==> config.mk <==
export PLATFORM = sky130hd
export DESIGN_NAME = instr_ctrl_flat
export DESIGN_NICKNAME = d
export VERILOG_FILES = /design/src/rtl/instr_ctrl_pkg.sv /design/src/rtl/instr_ctrl_if.sv /design/src/rtl/instr_ctrl_decode.sv /design/src/rtl/instr_ctrl.sv /design/src/flat_wrapper.sv
export SDC_FILE = /design/constraint.sdc
export NUM_CORES = 1
export LEC_CHECK = 0
export CAP_MARGIN = 5
export CELL_PAD_IN_SITES_DETAIL_PLACEMENT = 1
export CELL_PAD_IN_SITES_GLOBAL_PLACEMENT = 1
export CORE_MARGIN = 2
export CORE_UTILIZATION = 40
export CTS_BUF_LIST = sky130_fd_sc_hd__clkbuf_4 sky130_fd_sc_hd__clkbuf_8
export DETAILED_ROUTE_END_ITERATION = 16
export PLACE_DENSITY = 0.87
export REMOVE_ABC_BUFFERS = 1
export SKIP_LAST_GASP = 1
export SYNTH_ARGS = -nofsm -noshare
export SYNTH_HDL_FRONTEND = slang
export SYNTH_SLANG_ARGS = --single-unit
==> constraint.sdc <==
create_clock -name CLK -period 2.41 [get_ports CLK]
set_input_delay 0.3615 -clock CLK [delete_from_list [all_inputs] [get_ports CLK]]
set_output_delay 0.3615 -clock CLK [all_outputs]
set_load 0.05 [all_outputs]
==> src/rtl/instr_ctrl_pkg.sv <==
// Shared definitions for the instruction controller slice.
// Holds the opcode map, FSM state encoding and register-bank addresses
// so the controller, the ALU and the register bank agree on one set of
// values.
//   Types   : instr_t, regAddr_t, opcode_t, state_t
//   Consts  : REG_ACC (accumulator address; reg_a = 00, reg_b = 01)
//   Helpers : isLegalOp()
package instr_ctrl_pkg;

    typedef logic [7:0] instr_t;
    typedef logic [1:0] regAddr_t;

    typedef enum logic [3:0] {
        OP_NOP = 4'd0,
        OP_ADD = 4'd1,
        OP_SUB = 4'd2,
        OP_AND = 4'd3,
        OP_OR  = 4'd4,
        OP_MOV = 4'd5,
        OP_MUL = 4'd6
    } opcode_t;

    typedef enum logic [2:0] {
        ST_IDLE,
        ST_DECODE,
        ST_READ,
        ST_EXEC,
        ST_WRITE
    } state_t;

    localparam regAddr_t REG_ACC = 2'b10;

    // MUL is the highest defined opcode; everything above it is rejected.
    function automatic logic isLegalOp(input logic [3:0] op);
        return (op <= 4'(OP_MUL));
    endfunction

endpackage

==> src/rtl/instr_ctrl_if.sv <==
// Instruction / register-bank / ALU control bundle of the controller.
//   instr_valid, instr   : instruction offer from the fetch side
//   instr_ready          : controller can accept an instruction
//   opwrite, reg_write   : register-bank write enable and write address
//   src_1, src_2         : register-bank read addresses
//   alu_en, alu_op       : ALU enable and operation
//   done, illegal        : instruction completed / opcode rejected
// master = instruction source and observer, slave = the controller.
interface instr_ctrl_if import instr_ctrl_pkg::*; ();

    logic       instr_valid;
    instr_t     instr;
    logic       instr_ready;
    logic       opwrite;
    regAddr_t   reg_write;
    regAddr_t   src_1;
    regAddr_t   src_2;
    logic       alu_en;
    logic [2:0] alu_op;
    logic       done;
    logic       illegal;

    modport master (
        output instr_valid, instr,
        input  instr_ready, opwrite, reg_write, src_1, src_2,
               alu_en, alu_op, done, illegal
    );

    modport slave (
        input  instr_valid, instr,
        output instr_ready, opwrite, reg_write, src_1, src_2,
               alu_en, alu_op, done, illegal
    );

endinterface

==> src/rtl/instr_ctrl_decode.sv <==
// Combinational opcode decode for the instruction controller.
//   i_opcode : IR[7:4]
//   i_src2   : IR[1:0], doubles as the MOV destination
//   o_legal  : opcode is defined
//   o_isNop  : opcode is NOP
//   o_isMul  : opcode is MUL (multi-cycle execute)
//   o_dest   : register-bank write address for the WRITE phase
//   o_aluOp  : ALU operation code
module instr_decode import instr_ctrl_pkg::*; (
    input  logic [3:0] i_opcode,
    input  regAddr_t   i_src2,
    output logic       o_legal,
    output logic       o_isNop,
    output logic       o_isMul,
    output regAddr_t   o_dest,
    output logic [2:0] o_aluOp
);

    // Arithmetic/logic results always land in the accumulator; MOV
    // copies src_1 through the ALU into the register named by IR[1:0].
    always_comb begin
        o_legal = isLegalOp(i_opcode);
        o_isNop = (i_opcode == 4'(OP_NOP));
        o_isMul = (i_opcode == 4'(OP_MUL));
        o_aluOp = i_opcode[2:0];
        o_dest  = (i_opcode == 4'(OP_MOV)) ? i_src2 : REG_ACC;
    end

endmodule

==> src/rtl/instr_ctrl.sv <==
// Instruction controller: accepts one 8-bit instruction at a time and
// sequences register-bank reads, ALU execution and the result write.
//   MUL_CYCLES : EXEC length for MUL (1..15)
//   CLK        : clock, rising edge
//   RST        : asynchronous active-high reset
//   bus        : instr_ctrl_if.slave (instruction handshake, register-bank
//                and ALU controls, done/illegal status)
// Flow: IDLE -> DECODE -> READ -> EXEC (1 or MUL_CYCLES) -> WRITE -> IDLE,
// with NOP and illegal opcodes returning to IDLE straight from DECODE.
module instr_ctrl import instr_ctrl_pkg::*; #(
    parameter int MUL_CYCLES = 4
) (
    input  logic        CLK,
    input  logic        RST,
    instr_ctrl_if.slave bus
);

    // Counter counts down to zero, so MUL loads one less than its length.
    localparam logic [3:0] MUL_LOAD = 4'(MUL_CYCLES - 1);

    state_t     r_state;
    state_t     w_nextState;
    instr_t     r_ir;
    logic [3:0] r_cnt;

    logic       w_accept;
    logic       w_legal;
    logic       w_isNop;
    logic       w_isMul;
    regAddr_t   w_dest;
    logic [2:0] w_aluOp;

    instr_decode u_decode (
        .i_opcode (r_ir[7:4]),
        .i_src2   (r_ir[1:0]),
        .o_legal  (w_legal),
        .o_isNop  (w_isNop),
        .o_isMul  (w_isMul),
        .o_dest   (w_dest),
        .o_aluOp  (w_aluOp)
    );

    // Offers are only looked at while idle; anything on the bus during
    // a running instruction is ignored.
    assign w_accept = (r_state == ST_IDLE) && bus.instr_valid;

    // State register. Reset is asynchronous so an in-flight write is
    // cut off immediately, not at the next edge.
    always_ff @(posedge CLK or posedge RST) begin
        if (RST) begin
            r_state <= ST_IDLE;
        end else begin
            r_state <= w_nextState;
        end
    end

    // Instruction register, captured on the accepting edge and held
    // until the next acceptance.
    always_ff @(posedge CLK or posedge RST) begin
        if (RST) begin
            r_ir <= '0;
        end else if (w_accept) begin
            r_ir <= bus.instr;
        end
    end

    // EXEC length counter: loaded while in READ so it is valid on the
    // first EXEC cycle, then stepped down until it reaches zero.
    always_ff @(posedge CLK or posedge RST) begin
        if (RST) begin
            r_cnt <= '0;
        end else if (r_state == ST_READ) begin
            r_cnt <= w_isMul ? MUL_LOAD : 4'd0;
        end else if ((r_state == ST_EXEC) && (r_cnt != 4'd0)) begin
            r_cnt <= r_cnt - 4'd1;
        end
    end

    // Next-state logic.
    always_comb begin
        w_nextState = r_state;
        case (r_state)
            ST_IDLE: begin
                if (w_accept) w_nextState = ST_DECODE;
            end
            ST_DECODE: begin
                if (!w_legal || w_isNop) w_nextState = ST_IDLE;
                else                     w_nextState = ST_READ;
            end
            ST_READ: begin
                w_nextState = ST_EXEC;
            end
            ST_EXEC: begin
                if (r_cnt == 4'd0) w_nextState = ST_WRITE;
            end
            ST_WRITE: begin
                w_nextState = ST_IDLE;
            end
            default: begin
                w_nextState = ST_IDLE;
            end
        endcase
    end

    // Moore output decode. Read addresses stay up through WRITE so a MOV
    // source is still presented to the ALU while its result is written.
    always_comb begin
        bus.instr_ready = 1'b0;
        bus.opwrite     = 1'b0;
        bus.reg_write   = '0;
        bus.src_1       = '0;
        bus.src_2       = '0;
        bus.alu_en      = 1'b0;
        bus.alu_op      = '0;
        bus.done        = 1'b0;
        bus.illegal     = 1'b0;
        case (r_state)
            ST_IDLE: begin
                bus.instr_ready = 1'b1;
            end
            ST_DECODE: begin
                bus.illegal = !w_legal;
                bus.done    = w_legal && w_isNop;
            end
            ST_READ: begin
                bus.src_1 = r_ir[3:2];
                bus.src_2 = r_ir[1:0];
            end
            ST_EXEC: begin
                bus.src_1  = r_ir[3:2];
                bus.src_2  = r_ir[1:0];
                bus.alu_en = 1'b1;
                bus.alu_op = w_aluOp;
            end
            ST_WRITE: begin
                bus.src_1     = r_ir[3:2];
                bus.src_2     = r_ir[1:0];
                bus.opwrite   = 1'b1;
                bus.reg_write = w_dest;
                bus.done      = 1'b1;
            end
            default: begin
                bus.instr_ready = 1'b0;
            end
        endcase
    end

endmodule

==> src/flat_wrapper.sv <==
// flat-port wrapper written by rule: the top's interface ports become plain ports
module instr_ctrl_flat import instr_ctrl_pkg::*;
#(
    parameter int MUL_CYCLES = 4
)
  (CLK, RST, bus_instr_valid, bus_instr, bus_instr_ready, bus_opwrite, bus_reg_write, bus_src_1, bus_src_2, bus_alu_en, bus_alu_op, bus_done, bus_illegal);
  instr_ctrl_if bus_i ();
  input  logic CLK;
  input  logic RST;
  input wire logic [$bits(bus_i.instr_valid)-1:0] bus_instr_valid;
  input wire logic [$bits(bus_i.instr)-1:0] bus_instr;
  output wire logic [$bits(bus_i.instr_ready)-1:0] bus_instr_ready;
  output wire logic [$bits(bus_i.opwrite)-1:0] bus_opwrite;
  output wire logic [$bits(bus_i.reg_write)-1:0] bus_reg_write;
  output wire logic [$bits(bus_i.src_1)-1:0] bus_src_1;
  output wire logic [$bits(bus_i.src_2)-1:0] bus_src_2;
  output wire logic [$bits(bus_i.alu_en)-1:0] bus_alu_en;
  output wire logic [$bits(bus_i.alu_op)-1:0] bus_alu_op;
  output wire logic [$bits(bus_i.done)-1:0] bus_done;
  output wire logic [$bits(bus_i.illegal)-1:0] bus_illegal;
  assign bus_i.instr_valid = bus_instr_valid;
  assign bus_i.instr = bus_instr;
  assign bus_instr_ready = bus_i.instr_ready;
  assign bus_opwrite = bus_i.opwrite;
  assign bus_reg_write = bus_i.reg_write;
  assign bus_src_1 = bus_i.src_1;
  assign bus_src_2 = bus_i.src_2;
  assign bus_alu_en = bus_i.alu_en;
  assign bus_alu_op = bus_i.alu_op;
  assign bus_done = bus_i.done;
  assign bus_illegal = bus_i.illegal;
  instr_ctrl #(.MUL_CYCLES(MUL_CYCLES)) u_core (.CLK(CLK), .RST(RST), .bus(bus_i));
endmodule
# Word-level counts from Yosys, hierarchy flattened
# Cells that the tools add are included.
[word_totals]
elab_cells = 42
register_bits = 15
in_bits = 11
[classes]
eq_ne = 8
reduce_logical = 12
order_cmp = 1
muxes = 17
addsub = 1
[ops]
columns = ["cell", "count"]
rows = [
  ["$mux 2", 6],
  ["$pmux 3 s4", 1],
  ["$mux 3", 3],
  ["$eq 4x3->1 const B", 2],
  ["$logic_not 4->1", 2],
  ["$mux 4", 2],
  ["$eq 3x2->1 const B", 2],
  ["$le 4x3->1 const B", 1],
  ["$mux 1", 4],
  ["$reduce_bool 4->1", 1],
  ["$sub 4x1->4 const B", 1],
  ["$eq 3x1->1 const B", 1],
  ["$eq 3x3->1 const B", 1],
  ["$logic_and 1x1->1", 3],
  ["$logic_not 3->1", 1],
  ["$reduce_or 3->1", 1],
  ["$ne 2x1->1 const B", 1],
  ["$ne 2x2->1 const B", 1],
  ["$pmux 1 s2", 1],
  ["$reduce_and 2->1", 1],
  ["$reduce_bool 2->1", 1],
  ["$logic_not 1->1", 1],
  ["$logic_or 1x1->1", 1],
]

# Logic depth before layout (Yosys ltp)
# Gate-level depths: netlist of run 1.
[depth]
depth_word = 5
mapped_depth = 5
mapped_depth_nobuf = 5

# Cells and area by module
# A second synthesis of run 1 with hierarchy kept.
[unflattened]
hier_cells = 86
hier_area_um2 = 899.6
[modules_own_cells]
columns = ["module", "seq_area_each_um2", "area_each_um2", "cells_each", "n_inst"]
rows = [
  ["instr_ctrl", 375.4, 834.6, 77, 1],
  ["instr_decode", 0.0, 65.1, 9, 1],
]

# Worst setup path before layout of run 1
# Ideal clock, no wire load.
[synth_timing]
path_type = "register -> output"
start = "register u_core.r_state[1]"
end = "output port bus_reg_write[1]"
stages_incl_launch_ff = 4
arrival_time_ns = 2.477
path_slack_ns = -0.429
n_path_buf = 1
path_cell_list = "dfrtp_1 -> buf_4 -> nor3b_2 -> a21boi_0"
[synth_between]
elab_chain_cells = 2
[synth_rtl]
columns = ["item", "line_no", "source"]
rows = [
  ["start, declared", "instr_ctrl.sv:21", "state_t r_state;"],
  ["start signal, assigned", "instr_ctrl.sv:53", "r_state <= w_nextState;"],
  ["$eq 3x3->1", "instr_ctrl.sv:117", "case (r_state)"],
  ["$mux 2", "instr_ctrl.sv:117", ""],
  ["end, declared", "flat_wrapper.sv:14", "output wire logic [$bits(bus_i.reg_write)-1:0] bus_reg_write;"],
]
# No other way between the ends.

# Worst setup path in the final report of run 1
[layout_timing]
start = "register u_core.r_state[2]"
end = "output port bus_instr_ready"
[layout_between]
elab_chain_cells = 2
[layout_rtl]
columns = ["item", "line_no", "source"]
rows = [
  ["$logic_not 3->1", "instr_ctrl.sv:117", ""],
  ["$mux 1", "instr_ctrl.sv:117", ""],
  ["end, declared", "flat_wrapper.sv:12", "output wire logic [$bits(bus_i.instr_ready)-1:0] bus_instr_ready;"],
]
# No other way between the ends.

==> impl_summary.md, run 1 <==
CTS
The tree is rooted in a clkbuf_4. The clock latency reported for the late side of the worst-skew pair is 0.29 ns. After clock tree synthesis, the clock-pin slew on the worst setup and hold paths is about 0.090 ns. TritonCTS created 3 clock buffers.

The H-tree depth is 1. In this run the post-CTS setup repair buffer count came out at 0. The hold buffer count at cts is 0.

The number of clock sinks is 15. The CTS tree is yes. The worst-case clock buffer depth is 2. Post-CTS repair changed the size of 0 cells.

Finish
After the last flow step, the layout net total stands at approximately 120. Summing all non-filler instances in the final layout gives an area of between 1000 and 1500 um2. For this run, the share of the core covered by cells in the final layout is between 50% and 60%.

Counting the fill cells in the layout gives 249. 0 antenna diodes ended up in the layout. The area taken by flip-flops and latches is 376.6 um2. The finished layout holds roughly 140 standard cells, fillers aside. In the final layout, the multi-input gates occupy between 400 and 500 um2.

In the layout the commonest cells are dfrtp_1, buf_4, clkdlybuf4s50_1. The area growth from synthesis to layout is 27.02%. The library cell used most frequently in the layout, excluding fill and tap cells, is dfrtp_1. Of the cells placed in the final design, the portion with a size suffix greater than 1 is 28.70%.

Logic synthesis
The share of the Yosys chip area taken by registers is 42.43%. The synthesis-stage register bit count is 15. The netlist uses 30 different library cells. The cell area after technology mapping is a little under 900 um2. The per-instance average area after synthesis is 10.41 um2.

The yosys synthesis warning count is 0. After technology mapping, the gate count stands at 85.

GRT
Global routing used under 10% of the available met3 tracks. The initial antenna violation count is 0. Global routing used between 20% and 30% of the available met1 tracks. The global-route wire length before repair is 3.360 mm.

The overall fraction of global-route tracks in use is 17.69%. The pin count of the biggest net entering global routing is 21. The number of global-route vias before repair was between 700 and 800. The sum of overflow across all layers after global routing is 0. For met2 alone, demand over resource in global routing was a little under a third.

met2 is the most crowded layer.

Floorplan
The width of the die is 51.03 um. The initial utilization of the core area, before any placement, comes to 41.18%. For this design the top-level I/O count stands at 25. Measured along the y axis, the die boundary spans 51.03 um. The area of the die is 2604 um2. The core region area is 2148 um2. In this run the core area contains 17 standard-cell rows.

Drt
The wire length after detailed routing is between 2 and 2.5 mm. The DRC violation count after routing is 0. The first detailed-routing pass took 4 iterations. In the routed layout, each cell is associated on average with a via count of 5.390.

The wire length per cell is 14.82 um. The remaining antenna violation count after routing is 0. Detailed routing inserted a total of 733 vias. The starting DRC count in detailed routing is 3.

Timing
Dividing the final minimum period by the clock period gives 94.32%. The clock skew after layout is 0.001952 ns. The number of failing setup endpoints in the final timing report is 0. Setup repair after global routing left no endpoint under its margin. Measured against its own limit, the worst slew margin works out to 62.15%. Derived from the worst setup path, the maximum achievable clock frequency is 439.9 MHz. The slew of the pin with the lowest slew margin is 0.5671 ns. The count of final max-slew check failures was 0. The worst path in the final design needs a cycle of 2.273 ns, including I/O delays and setup. The hold violation total from the final report is 0.

Placement
The cell area after placement is 1090 um2. At the end of routability-driven placement, the weighted congestion stood at roughly 0.75. Including well taps, the total number of placed cells is 132. The final HPWL from detailed placement is 1.580 mm. Input and output buffers added on the ports amount to 24.

Setup path
On the worst path, the slowest cell contributes a delay of around 0.84 ns. The critical path goes through nor3_1 > clkdlybuf4s50_1. The worst setup path is launched from a flop. The critical path class is flop to output port. For the worst setup path, the data arrival time is 1.91 ns. STA classifies the critical path endpoint as an output port. The slowest stage of the critical path is the clkdlybuf4s50_1 cell. Counting both buffers and inverters, the worst setup path holds a total of 1. The data required time at the worst endpoint is roughly 2.1 ns. The gate family responsible for the most delay along the worst path is buffers and inverters.

In this run the worst path has a maximum fanout of 9.

Power and ir drop
The power density normalized to cell area is 1539 nW/um2. The static power due to leakage is 0.5329 nW. The completed layout was analyzed and its total power is 1.729 mW.

The maximum resistive drop on vdd is between 0.7 and 0.8 mV.

Min path
The worst hold path class is input pin to asynchronous set/reset pin.

Outcome
The run finished with clean final reports.

Job
Max-cap violations in this run came to 0.
## worst paths after layout
| check | startpoint | endpoint | slack (ns) | cells after the start |
|---|---|---|---|---|
| setup / recovery | u_core.r_state[2] | bus_instr_ready | 0.14 | 2 |
| hold / removal | RST | u_core.r_cnt[3] | 0.42 | 2 |
| setup reg to reg | u_core.r_state[0] | u_core.r_ir[3] | 0.79 | 3 |
| hold reg to reg | u_core.r_ir[2] | u_core.r_ir[2] | 0.51 | 1 |
| max in group asynchronous | RST | u_core.r_state[0] | 1.59 | 2 |
| min in group CLK | u_core.r_ir[2] | u_core.r_ir[2] | 0.51 | 1 |
## area by class of cell
cell class,count,share of cell area (%)
well taps,28,3.118
clock buffers,4,2.673
multi-input cells,60,40.09
inverters,5,1.670
repair buffers,24,18.93
flip-flops and latches,15,33.52
## metal layers
layer / up-vias / wire (um)
li1: 349 / -
met4: 0 / 19
met1: 361 / 832
met5: - / 0
met2: 20 / 1060
met3: 3 / 103
## synth_stat cells, drive strengths merged
cell type,instances,area share [%]
dfrtp,15,42
mux2,8,10
nor2,6,2.5
nor2b,6,5.1
and3,5,3.5
buf,5,4.5
inv,5,2.1
nand2,4,1.7
a21oi,3,1.7
nand2b,3,2.1
nor3,3,3.0
o21ai,3,1.7
a2bb2oi,2,2.0
ha,2,2.8
nor3b,2,2.8
o22ai,2,1.4
or3,2,1.4
a21bo,1,1.1
a21boi,1,0.85
a31oi,1,0.71
a41o,1,1.1
and4bb,1,1.4
nand4,1,0.71
nor4b,1,0.99
o31a,1,0.99
o41ai,1,0.99
## kinds of logic after synthesis
group / share of synthesized area, %
and+or+nand+nor: 25.32
AOI/OAI and AO/OA: 12.59
DFF: 42.43
buffers and inverters: 6.648
muxes: 10.18
adders and majority gates: 2.828
## registers in the layout, indices dropped and copies added (netlist names)
signal,count
u_core.r_cnt,4
u_core.r_ir,8
u_core.r_state,3
## stage by stage
step	setup TNS [ns]	worst slack (ns)	hold slack [ns]
after floorplan	-1.073	-0.4748	0.2630
after global placement	0	0.3903	0.4863
after detailed placement	0	0.3540	0.4968
after CTS	0	0.03007	0.4391
after global routing	0	0.04628	0.4528
final	0	0.1368	0.4180
## power by group
part | leakage [nW] | switching [mW] | internal, mW
logic | 0.334 | 0.611 | 0.413
registers | 0.181 | 0.173 | 0.374
clock network | 0.0184 | 0.0822 | 0.0756
total | 0.533 | 0.866 | 0.863
## worst reg2reg max path, cell delays in order, from the launching register on
cell and delay (ns):
dfrtp_2 0.54, nand2b_1 0.24, nor3_4 0.35, mux2_2 0.39
(Power assumes the default switching activity.)
==> run 2, diff against run 1 <==
--- a/config.mk
+++ b/config.mk
@@ -12,6 +12,7 @@
 export CORE_UTILIZATION = 40
 export CTS_BUF_LIST = sky130_fd_sc_hd__clkbuf_4 sky130_fd_sc_hd__clkbuf_8
 export DETAILED_ROUTE_END_ITERATION = 16
+export HOLD_SLACK_MARGIN = 0.15
 export PLACE_DENSITY = 0.87
 export REMOVE_ABC_BUFFERS = 1
 export SKIP_LAST_GASP = 1
==> results of run 2 <==
Final layout, timing and power as in run 1 (identical DEF).
